**src/rtl/game_state_controller_pkg.sv**
```systemverilog
// Shared constants, state encoding and car-period helper for the round/level sequencer.
package game_state_controller_pkg;

    localparam int unsigned LIVES_INI_DEF     = 3;
    localparam int unsigned MAX_LEVEL_DEF     = 9;
    localparam int unsigned FREEZE_FRAMES_DEF = 60;
    localparam int unsigned WIN_Y_DEF         = 0;
    localparam int unsigned BASE_PERIOD_DEF   = 250000;
    localparam int unsigned PERIOD_STEP_DEF   = 20000;

    localparam int unsigned STATE_W  = 3;
    localparam int unsigned LIVES_W  = 2;
    localparam int unsigned LEVEL_W  = 4;
    localparam int unsigned PERIOD_W = 20;
    localparam int unsigned FRAME_W  = 8;
    localparam int unsigned FROG_Y_W = 10;

    typedef enum logic [STATE_W-1:0] {
        ST_IDLE     = 3'd0,
        ST_PLAY     = 3'd1,
        ST_HIT      = 3'd2,
        ST_LEVEL_UP = 3'd3,
        ST_OVER     = 3'd4
    } state_e;

    // Car step period for a 1-based level; parameters guarantee no underflow.
    function automatic logic [PERIOD_W-1:0] car_period(
        input logic [PERIOD_W-1:0] base,
        input logic [PERIOD_W-1:0] step,
        input logic [LEVEL_W-1:0]  level
    );
        logic [PERIOD_W-1:0] idx;
        idx = PERIOD_W'(level) - PERIOD_W'(1);
        return base - PERIOD_W'(idx * step);
    endfunction

endpackage

```
**src/rtl/game_state_controller_if.sv**
```systemverilog
// Game-state bus: play inputs from collision/frog logic, state outputs to the rest of the game.
interface game_state_controller_if;
    import game_state_controller_pkg::*;

    logic                i_Frame_Tick;
    logic                i_Any_Switch;
    logic                i_Has_Collided;
    logic [FROG_Y_W-1:0] i_Frog_Y;
    logic [STATE_W-1:0]  o_State;
    logic [LIVES_W-1:0]  o_Lives;
    logic [LEVEL_W-1:0]  o_Level;
    logic [PERIOD_W-1:0] o_Car_Period;
    logic                o_Frog_Reset;
    logic                o_Game_Active;

    modport master (
        output i_Frame_Tick, i_Any_Switch, i_Has_Collided, i_Frog_Y,
        input  o_State, o_Lives, o_Level, o_Car_Period, o_Frog_Reset, o_Game_Active
    );

    modport slave (
        input  i_Frame_Tick, i_Any_Switch, i_Has_Collided, i_Frog_Y,
        output o_State, o_Lives, o_Level, o_Car_Period, o_Frog_Reset, o_Game_Active
    );

endinterface

```
**src/rtl/game_state_controller_frame_delay_counter.sv**
```systemverilog
// Counts frame ticks up to FRAMES and holds there; clear restarts the freeze interval.
module game_state_controller_frame_delay_counter
    import game_state_controller_pkg::*;
#(
    parameter int unsigned FRAMES = FREEZE_FRAMES_DEF
) (
    input  logic i_Clk,
    input  logic i_Reset,
    input  logic i_Clear,
    input  logic i_Tick,
    output logic o_Done_c
);

    logic [FRAME_W-1:0] r_count;

    // Clear has priority so a tick in the entry cycle is not counted.
    always_ff @(posedge i_Clk) begin
        if (i_Reset || i_Clear) begin
            r_count <= '0;
        end else if (i_Tick && (r_count != FRAME_W'(FRAMES))) begin
            r_count <= r_count + FRAME_W'(1);
        end
    end

    assign o_Done_c = (r_count == FRAME_W'(FRAMES));

endmodule

```
**src/rtl/game_state_controller.sv**
```systemverilog
// Round/level sequencer: tracks lives and level, gates play, and sets the car step period.
module game_state_controller
    import game_state_controller_pkg::*;
#(
    parameter int unsigned LIVES_INI     = LIVES_INI_DEF,
    parameter int unsigned MAX_LEVEL     = MAX_LEVEL_DEF,
    parameter int unsigned FREEZE_FRAMES = FREEZE_FRAMES_DEF,
    parameter int unsigned WIN_Y         = WIN_Y_DEF,
    parameter int unsigned BASE_PERIOD   = BASE_PERIOD_DEF,
    parameter int unsigned PERIOD_STEP   = PERIOD_STEP_DEF
) (
    input logic                    i_Clk,
    input logic                    i_Reset,
    game_state_controller_if.slave bus
);

    state_e              r_state;
    logic [LIVES_W-1:0]  r_lives;
    logic [LEVEL_W-1:0]  r_level;
    logic [PERIOD_W-1:0] r_car_period;
    logic                r_frog_reset;
    logic                r_game_active;
    logic                r_sw_prev;
    logic                r_col_prev;

    logic                w_sw_rise;
    logic                w_col_rise;
    logic                w_win;
    logic                w_freeze_start;
    logic                w_freeze_tick;
    logic                w_freeze_done;
    logic [LEVEL_W-1:0]  w_level_next;

    assign w_sw_rise      = bus.i_Any_Switch & ~r_sw_prev;
    assign w_col_rise     = bus.i_Has_Collided & ~r_col_prev;
    assign w_win          = (bus.i_Frog_Y <= FROG_Y_W'(WIN_Y));
    assign w_freeze_start = (r_state == ST_PLAY) && (w_col_rise || w_win);
    assign w_freeze_tick  = bus.i_Frame_Tick && ((r_state == ST_HIT) || (r_state == ST_LEVEL_UP));
    assign w_level_next   = (r_level >= LEVEL_W'(MAX_LEVEL)) ? r_level : r_level + LEVEL_W'(1);

    game_state_controller_frame_delay_counter #(
        .FRAMES (FREEZE_FRAMES)
    ) u_freeze (
        .i_Clk    (i_Clk),
        .i_Reset  (i_Reset),
        .i_Clear  (w_freeze_start),
        .i_Tick   (w_freeze_tick),
        .o_Done_c (w_freeze_done)
    );

    // Sequencer: frog-reset and game-active are set on the edge that enters PLAY.
    always_ff @(posedge i_Clk) begin
        if (i_Reset) begin
            r_state       <= ST_IDLE;
            r_lives       <= LIVES_W'(LIVES_INI);
            r_level       <= LEVEL_W'(1);
            r_car_period  <= PERIOD_W'(BASE_PERIOD);
            r_frog_reset  <= 1'b0;
            r_game_active <= 1'b0;
            r_sw_prev     <= 1'b0;
            r_col_prev    <= 1'b0;
        end else begin
            r_sw_prev    <= bus.i_Any_Switch;
            r_col_prev   <= bus.i_Has_Collided;
            r_frog_reset <= 1'b0;
            r_car_period <= car_period(PERIOD_W'(BASE_PERIOD), PERIOD_W'(PERIOD_STEP), r_level);
            case (r_state)
                ST_IDLE: begin
                    if (w_sw_rise) begin
                        r_state       <= ST_PLAY;
                        r_lives       <= LIVES_W'(LIVES_INI);
                        r_level       <= LEVEL_W'(1);
                        r_frog_reset  <= 1'b1;
                        r_game_active <= 1'b1;
                    end
                end
                ST_PLAY: begin
                    if (w_col_rise) begin
                        r_state       <= ST_HIT;
                        r_lives       <= r_lives - LIVES_W'(1);
                        r_game_active <= 1'b0;
                    end else if (w_win) begin
                        r_state       <= ST_LEVEL_UP;
                        r_level       <= w_level_next;
                        r_game_active <= 1'b0;
                    end
                end
                ST_HIT: begin
                    if (w_freeze_done) begin
                        if (r_lives == '0) begin
                            r_state <= ST_OVER;
                        end else begin
                            r_state       <= ST_PLAY;
                            r_frog_reset  <= 1'b1;
                            r_game_active <= 1'b1;
                        end
                    end
                end
                ST_LEVEL_UP: begin
                    if (w_freeze_done) begin
                        r_state       <= ST_PLAY;
                        r_frog_reset  <= 1'b1;
                        r_game_active <= 1'b1;
                    end
                end
                ST_OVER: begin
                    if (w_sw_rise) begin
                        r_state <= ST_IDLE;
                    end
                end
                default: begin
                    r_state       <= ST_IDLE;
                    r_game_active <= 1'b0;
                end
            endcase
        end
    end

    assign bus.o_State       = r_state;
    assign bus.o_Lives       = r_lives;
    assign bus.o_Level       = r_level;
    assign bus.o_Car_Period  = r_car_period;
    assign bus.o_Frog_Reset  = r_frog_reset;
    assign bus.o_Game_Active = r_game_active;

endmodule
```
**src/flat_wrapper.sv**
```systemverilog
// flat-port wrapper written by rule: the top's interface ports become plain ports
module game_state_controller_flat import game_state_controller_pkg::*;
#(
    parameter int unsigned LIVES_INI     = LIVES_INI_DEF,
    parameter int unsigned MAX_LEVEL     = MAX_LEVEL_DEF,
    parameter int unsigned FREEZE_FRAMES = FREEZE_FRAMES_DEF,
    parameter int unsigned WIN_Y         = WIN_Y_DEF,
    parameter int unsigned BASE_PERIOD   = BASE_PERIOD_DEF,
    parameter int unsigned PERIOD_STEP   = PERIOD_STEP_DEF
)
  (i_Clk, i_Reset, bus_i_Frame_Tick, bus_i_Any_Switch, bus_i_Has_Collided, bus_i_Frog_Y, bus_o_State, bus_o_Lives, bus_o_Level, bus_o_Car_Period, bus_o_Frog_Reset, bus_o_Game_Active);
  game_state_controller_if bus_i ();
  input logic i_Clk;
  input logic i_Reset;
  input wire logic [$bits(bus_i.i_Frame_Tick)-1:0] bus_i_Frame_Tick;
  input wire logic [$bits(bus_i.i_Any_Switch)-1:0] bus_i_Any_Switch;
  input wire logic [$bits(bus_i.i_Has_Collided)-1:0] bus_i_Has_Collided;
  input wire logic [$bits(bus_i.i_Frog_Y)-1:0] bus_i_Frog_Y;
  output wire logic [$bits(bus_i.o_State)-1:0] bus_o_State;
  output wire logic [$bits(bus_i.o_Lives)-1:0] bus_o_Lives;
  output wire logic [$bits(bus_i.o_Level)-1:0] bus_o_Level;
  output wire logic [$bits(bus_i.o_Car_Period)-1:0] bus_o_Car_Period;
  output wire logic [$bits(bus_i.o_Frog_Reset)-1:0] bus_o_Frog_Reset;
  output wire logic [$bits(bus_i.o_Game_Active)-1:0] bus_o_Game_Active;
  assign bus_i.i_Frame_Tick = bus_i_Frame_Tick;
  assign bus_i.i_Any_Switch = bus_i_Any_Switch;
  assign bus_i.i_Has_Collided = bus_i_Has_Collided;
  assign bus_i.i_Frog_Y = bus_i_Frog_Y;
  assign bus_o_State = bus_i.o_State;
  assign bus_o_Lives = bus_i.o_Lives;
  assign bus_o_Level = bus_i.o_Level;
  assign bus_o_Car_Period = bus_i.o_Car_Period;
  assign bus_o_Frog_Reset = bus_i.o_Frog_Reset;
  assign bus_o_Game_Active = bus_i.o_Game_Active;
  game_state_controller #(.LIVES_INI(LIVES_INI), .MAX_LEVEL(MAX_LEVEL), .FREEZE_FRAMES(FREEZE_FRAMES), .WIN_Y(WIN_Y), .BASE_PERIOD(BASE_PERIOD), .PERIOD_STEP(PERIOD_STEP)) u_core (.i_Clk(i_Clk), .i_Reset(i_Reset), .bus(bus_i));
endmodule
```
**config.mk**
```make
export PLATFORM = sky130hd
export DESIGN_NAME = game_state_controller_flat
export DESIGN_NICKNAME = d
export VERILOG_FILES = /design/src/rtl/game_state_controller_pkg.sv /design/src/rtl/game_state_controller_if.sv /design/src/rtl/game_state_controller_frame_delay_counter.sv /design/src/rtl/game_state_controller.sv /design/src/flat_wrapper.sv
export SDC_FILE = /design/constraint.sdc
export NUM_CORES = 1
export LEC_CHECK = 0
export CORE_ASPECT_RATIO = 0.5
export CORE_MARGIN = 2
export CORE_UTILIZATION = 49
export DETAILED_ROUTE_END_ITERATION = 6
export GPL_ROUTABILITY_DRIVEN = 0
export PLACE_DENSITY = 0.76
export SYNTH_ARGS = -nofsm -noshare
export SYNTH_HDL_FRONTEND = slang
export SYNTH_SLANG_ARGS = --single-unit
```
**constraint.sdc**
```tcl
create_clock -name i_Clk -period 5.3 [get_ports i_Clk]
set_input_delay 1.06 -clock i_Clk [delete_from_list [all_inputs] [get_ports i_Clk]]
set_output_delay 1.06 -clock i_Clk [all_outputs]
set_load 0.01 [all_outputs]
```
==> flow_metrics.env <==
export IMPL_hold_violations=0
export IMPL_coreArea_um2=5492
export IMPL_first_pass_iters=4
export IMPL_hold_start="u_core.bus.o_Game_Active$_SDFFE_PP0P_"
export IMPL_ioPinCount=46
export IMPL_leakage_nw=1.598
export IMPL_path_class="reg2reg"
export IMPL_dieHeight_um=57.50
export IMPL_synth_edf_count=0
export IMPL_r2r_cells=19
export IMPL_io_buffers=40
export IMPL_final_layout_size_suffix_gt1_frac=0.07902
export IMPL_slew_viol_final=0
export IMPL_min_period_ns=4.971
export IMPL_fmax_mhz=201.2
export IMPL_crit_required_ns=5.50
export IMPL_grt_antenna_before_repair=0
export IMPL_grt_pass1_wl_mm=9.715
export IMPL_synth_cell_types=54
export IMPL_synth_area_um2=2805
export IMPL_cts_sinks=36
export IMPL_finalSetupViolCount=0
export IMPL_rows=19
export IMPL_fillCellCount=461
export IMPL_rr_startpoint="u_core.bus.o_Level[1]$_SDFFE_PP0P_"
export IMPL_area_growth_pct=22.08
export IMPL_fin_crit_sh=0.9379
export IMPL_n_antenna_cell=0
export IMPL_cts_root_buf="clkbuf_16"
export IMPL_netlist_instances=323
export IMPL_netlist_area_leader_share=0.2569
export IMPL_die_w_um=111.0
export IMPL_cts_hold_buf=0
export IMPL_worstSkewPairLatency_ns=0.28
export IMPL_path_cells="inv_1, ha_1, xor2_4, inv_1, ha_1, ha_1, o21bai_1, ha_1, ha_1, inv_1, fa_1, inv_1, ha_1, a21oi_1, o211ai_2, a221o_1, nand4b_1, o2bb2ai_1, mux2i_1"
export IMPL_grt_max_degree=19
export IMPL_crit_fanout=7
export IMPL_worstPathArrival_ns=5.17
export IMPL_min_to="u_core.bus.o_Game_Active$_SDFFE_PP0P_"
export IMPL_post_dp_cell_area_um2=3241
export IMPL_viasPerCell=5.286
export IMPL_r2r_slack_ns=0.33
export IMPL_ys_async_sr_fraction=0
export IMPL_ys_flop_type="dfxtp_1"
export IMPL_drt_wirelength_per_cell_um=13.35
export IMPL_yosysWarnings=0
export IMPL_cts_reportedPaths_clkPinSlew_ns=0.05
export IMPL_slowest_delay_ns=0.50
export IMPL_drt_iter0_markers=149
export IMPL_initial_utilization=0.5108
export IMPL_synth_seq_cells=36
export IMPL_cap_violations=0
export IMPL_cp_common_cell="ha_1"
export IMPL_ir_worst_vdd_uv=189.8
export IMPL_syn_avg_cell_area_um2=8.685
export IMPL_clock_skew_ns=0.004693
export IMPL_numCtsBuffers=5
export IMPL_wirelength_mm=5.874
export IMPL_drc=0
export IMPL_finalInstanceArea_um2=3425
export IMPL_overflow=0
export IMPL_ant_nets=0
export IMPL_final_nets=425
export IMPL_critPathSlowestCell="fa_1"
export IMPL_dpl_hpwl_mm=4.546
export IMPL_hold_path_class="reg2reg"
export IMPL_cts_tree="yes"
export IMPL_status="finished, final reports clean"
export IMPL_synth_area_leaders="dfxtp_1 (26%), ha_1 (16%), xnor2_1 (6.6%)"
export IMPL_die_area_um2=6383
export IMPL_cts_htree_levels=2
export IMPL_max_clock_path_buffers=2
export IMPL_tns_ns=0
export IMPL_grt_usage=0.1905
export IMPL_grt_pass1_vias=2160
export IMPL_vias=2326
export IMPL_worst_r2r_endpoint="u_core.bus.o_Car_Period[19]$_SDFF_PP0_"
export IMPL_synth_top_area_cell="dfxtp_1"
export IMPL_power_density_nw_per_um2=190.5
export IMPL_seq_area_frac_synth=0.2569
export IMPL_hold_ws_ns=0.5028
export IMPL_min_path_cells=2
export IMPL_worstMarginPinSlew_ns=0.9409
export IMPL_max_slew_margin=0.3669
export IMPL_crit_path_end_kind="flip-flop"
export IMPL_rsz0062_at_grt="false"
export IMPL_worstSetupStartpointType="flip-flop"
power breakdown:
| group | switching (W) | internal (W) | leakage (nW) |
|---|---|---|---|
| logic | 0.0000367 | 0.0000362 | 1.23 |
| clock network | 0.000109 | 0.000185 | 0.0766 |
| registers | 0.00000758 | 0.000278 | 0.292 |
cell usage in the layout (no fill, tap or decap), types with 9 or more instances in the layout:
master           instances
a21oi_1                 11
clkdlybuf4s50_1         40
dfxtp_1                 36
fa_1                     9
ha_1                    35
inv_1                   39
nand2_1                 26
nor2_1                  30
nor3_1                  11
o21ai_0                 10
xnor2_1                 21
registers in the layout (all words and copies together) (netlist names):
register	count
u_core.bus.o_Game_Active	1
u_core.bus.o_State	3
u_core.r_sw_prev	1
u_core.r_col_prev	1
u_core.bus.o_Lives	2
u_core.bus.o_Level	4
u_core.bus.o_Car_Period	15
u_core.u_freeze.r_count	8
u_core.bus.o_Frog_Reset	1
logic make-up (layout without fill, tap and decap cells):
group / count (synthesis) / in the layout / synth area share
buffers and inverters: 52 / 93 / 0.08162
and+or+nand+nor: 99 / 99 / 0.1717
DFF: 36 / 36 / 0.2569
muxes: 4 / 4 / 0.01427
other: 2 / 5 / 0.002677
xor gates and xnor gates: 30 / 30 / 0.1030
adders and majority gates: 44 / 44 / 0.2203
AOI/OAI and AO/OA: 56 / 56 / 0.1494
worst max-delay path, delay by kind of cell (launching register included):
| family | cells | cell delay, ns |
|---|---|---|
| mux | 1 | 0.23 |
| buf+inv | 4 | 0.35 |
| fa+ha+maj | 7 | 2.22 |
| flops | 1 | 0.47 |
| simple gates | 1 | 0.25 |
| compound gates | 5 | 1.11 |
| xor+xnor | 1 | 0.23 |
layer usage:
| layer | global-route usage | up-vias | routed length, um |
|---|---|---|---|
| met4 | 0.05893 | 0 | 74 |
| met3 | 0.03932 | 6 | 184 |
| met1 | 0.2457 | 1105 | 2841 |
| li1 | - | 1175 | - |
| met5 | 0 | - | 0 |
| met2 | 0.3287 | 40 | 2773 |
cell type report:
cell class                 count  area (um2)  area share
sequential                    36       720.7      0.2104
multi-input combinational    238        1872      0.5466
clock buffer                   6       138.9     0.04056
inverter                      39       146.4     0.04275
timing repair buffer          46       445.4      0.1301
clock inverter                 2       10.01    0.002923
tap                           73       91.34     0.02667
Yosys cell counts, types with 3 or more instances:
library cell  number
buf_4              6
o211ai_1           3
o21ai_0           10
buf_2              3
nor3b_1            3
clkbuf_1           3
inv_1             39
nor2_1            30
a211oi_2           3
ha_1              35
a21o_1             3
nor4_1             4
nand2b_1           5
mux2i_1            4
nor2b_1            4
a211oi_1           4
dfxtp_1           36
fa_1               9
xnor2_1           21
o2111ai_1          3
xor2_1             7
nor3_1            11
nand3_1            5
a21oi_1           11
nand2_1           26
repair_timing:
action,CTS,global route
gates resized for setup,0,1
setup buffers,0,4
endpoints found under the setup margin,0,2
worst max path at each step:
| stage | to | start | cells past startpoint |
|---|---|---|---|
| 5_1_grt | u_core.bus.o_Car_Period[19]$_SDFF_PP0_ | u_core.bus.o_Level[1]$_SDFFE_PP0P_ | 19 |
| 2_1_floorplan | u_core.bus.o_Car_Period[19]$_SDFF_PP0_ | u_core.bus.o_Level[0]$_SDFFE_PP1P_ | 18 |
| 6_report | u_core.bus.o_Car_Period[19]$_SDFF_PP0_ | u_core.bus.o_Level[1]$_SDFFE_PP0P_ | 19 |
| 3_5_place_dp | u_core.bus.o_Car_Period[19]$_SDFF_PP0_ | u_core.bus.o_Level[1]$_SDFFE_PP0P_ | 19 |
| 3_3_place_gp | u_core.bus.o_Car_Period[19]$_SDFF_PP0_ | u_core.bus.o_Level[1]$_SDFFE_PP0P_ | 19 |
| 4_1_cts | u_core.bus.o_Car_Period[19]$_SDFF_PP0_ | u_core.bus.o_Level[1]$_SDFFE_PP0P_ | 19 |
metrics by stage:
stage	setup WS (ns)	total power [W]	utilization	instances
after floorplan	0.04847	0.0003363	-	326
after global placement	0.5557	0.0003617	0.5901	428
after detailed placement	0.2403	0.0003632	0.5901	428
after CTS	0.2097	0.0006579	0.6172	436
after global routing	0.02265	0.0006797	0.6236	440
final	0.3291	0.0006523	0.6236	440
No activity file was read; power rests on OpenSTA's default activity.
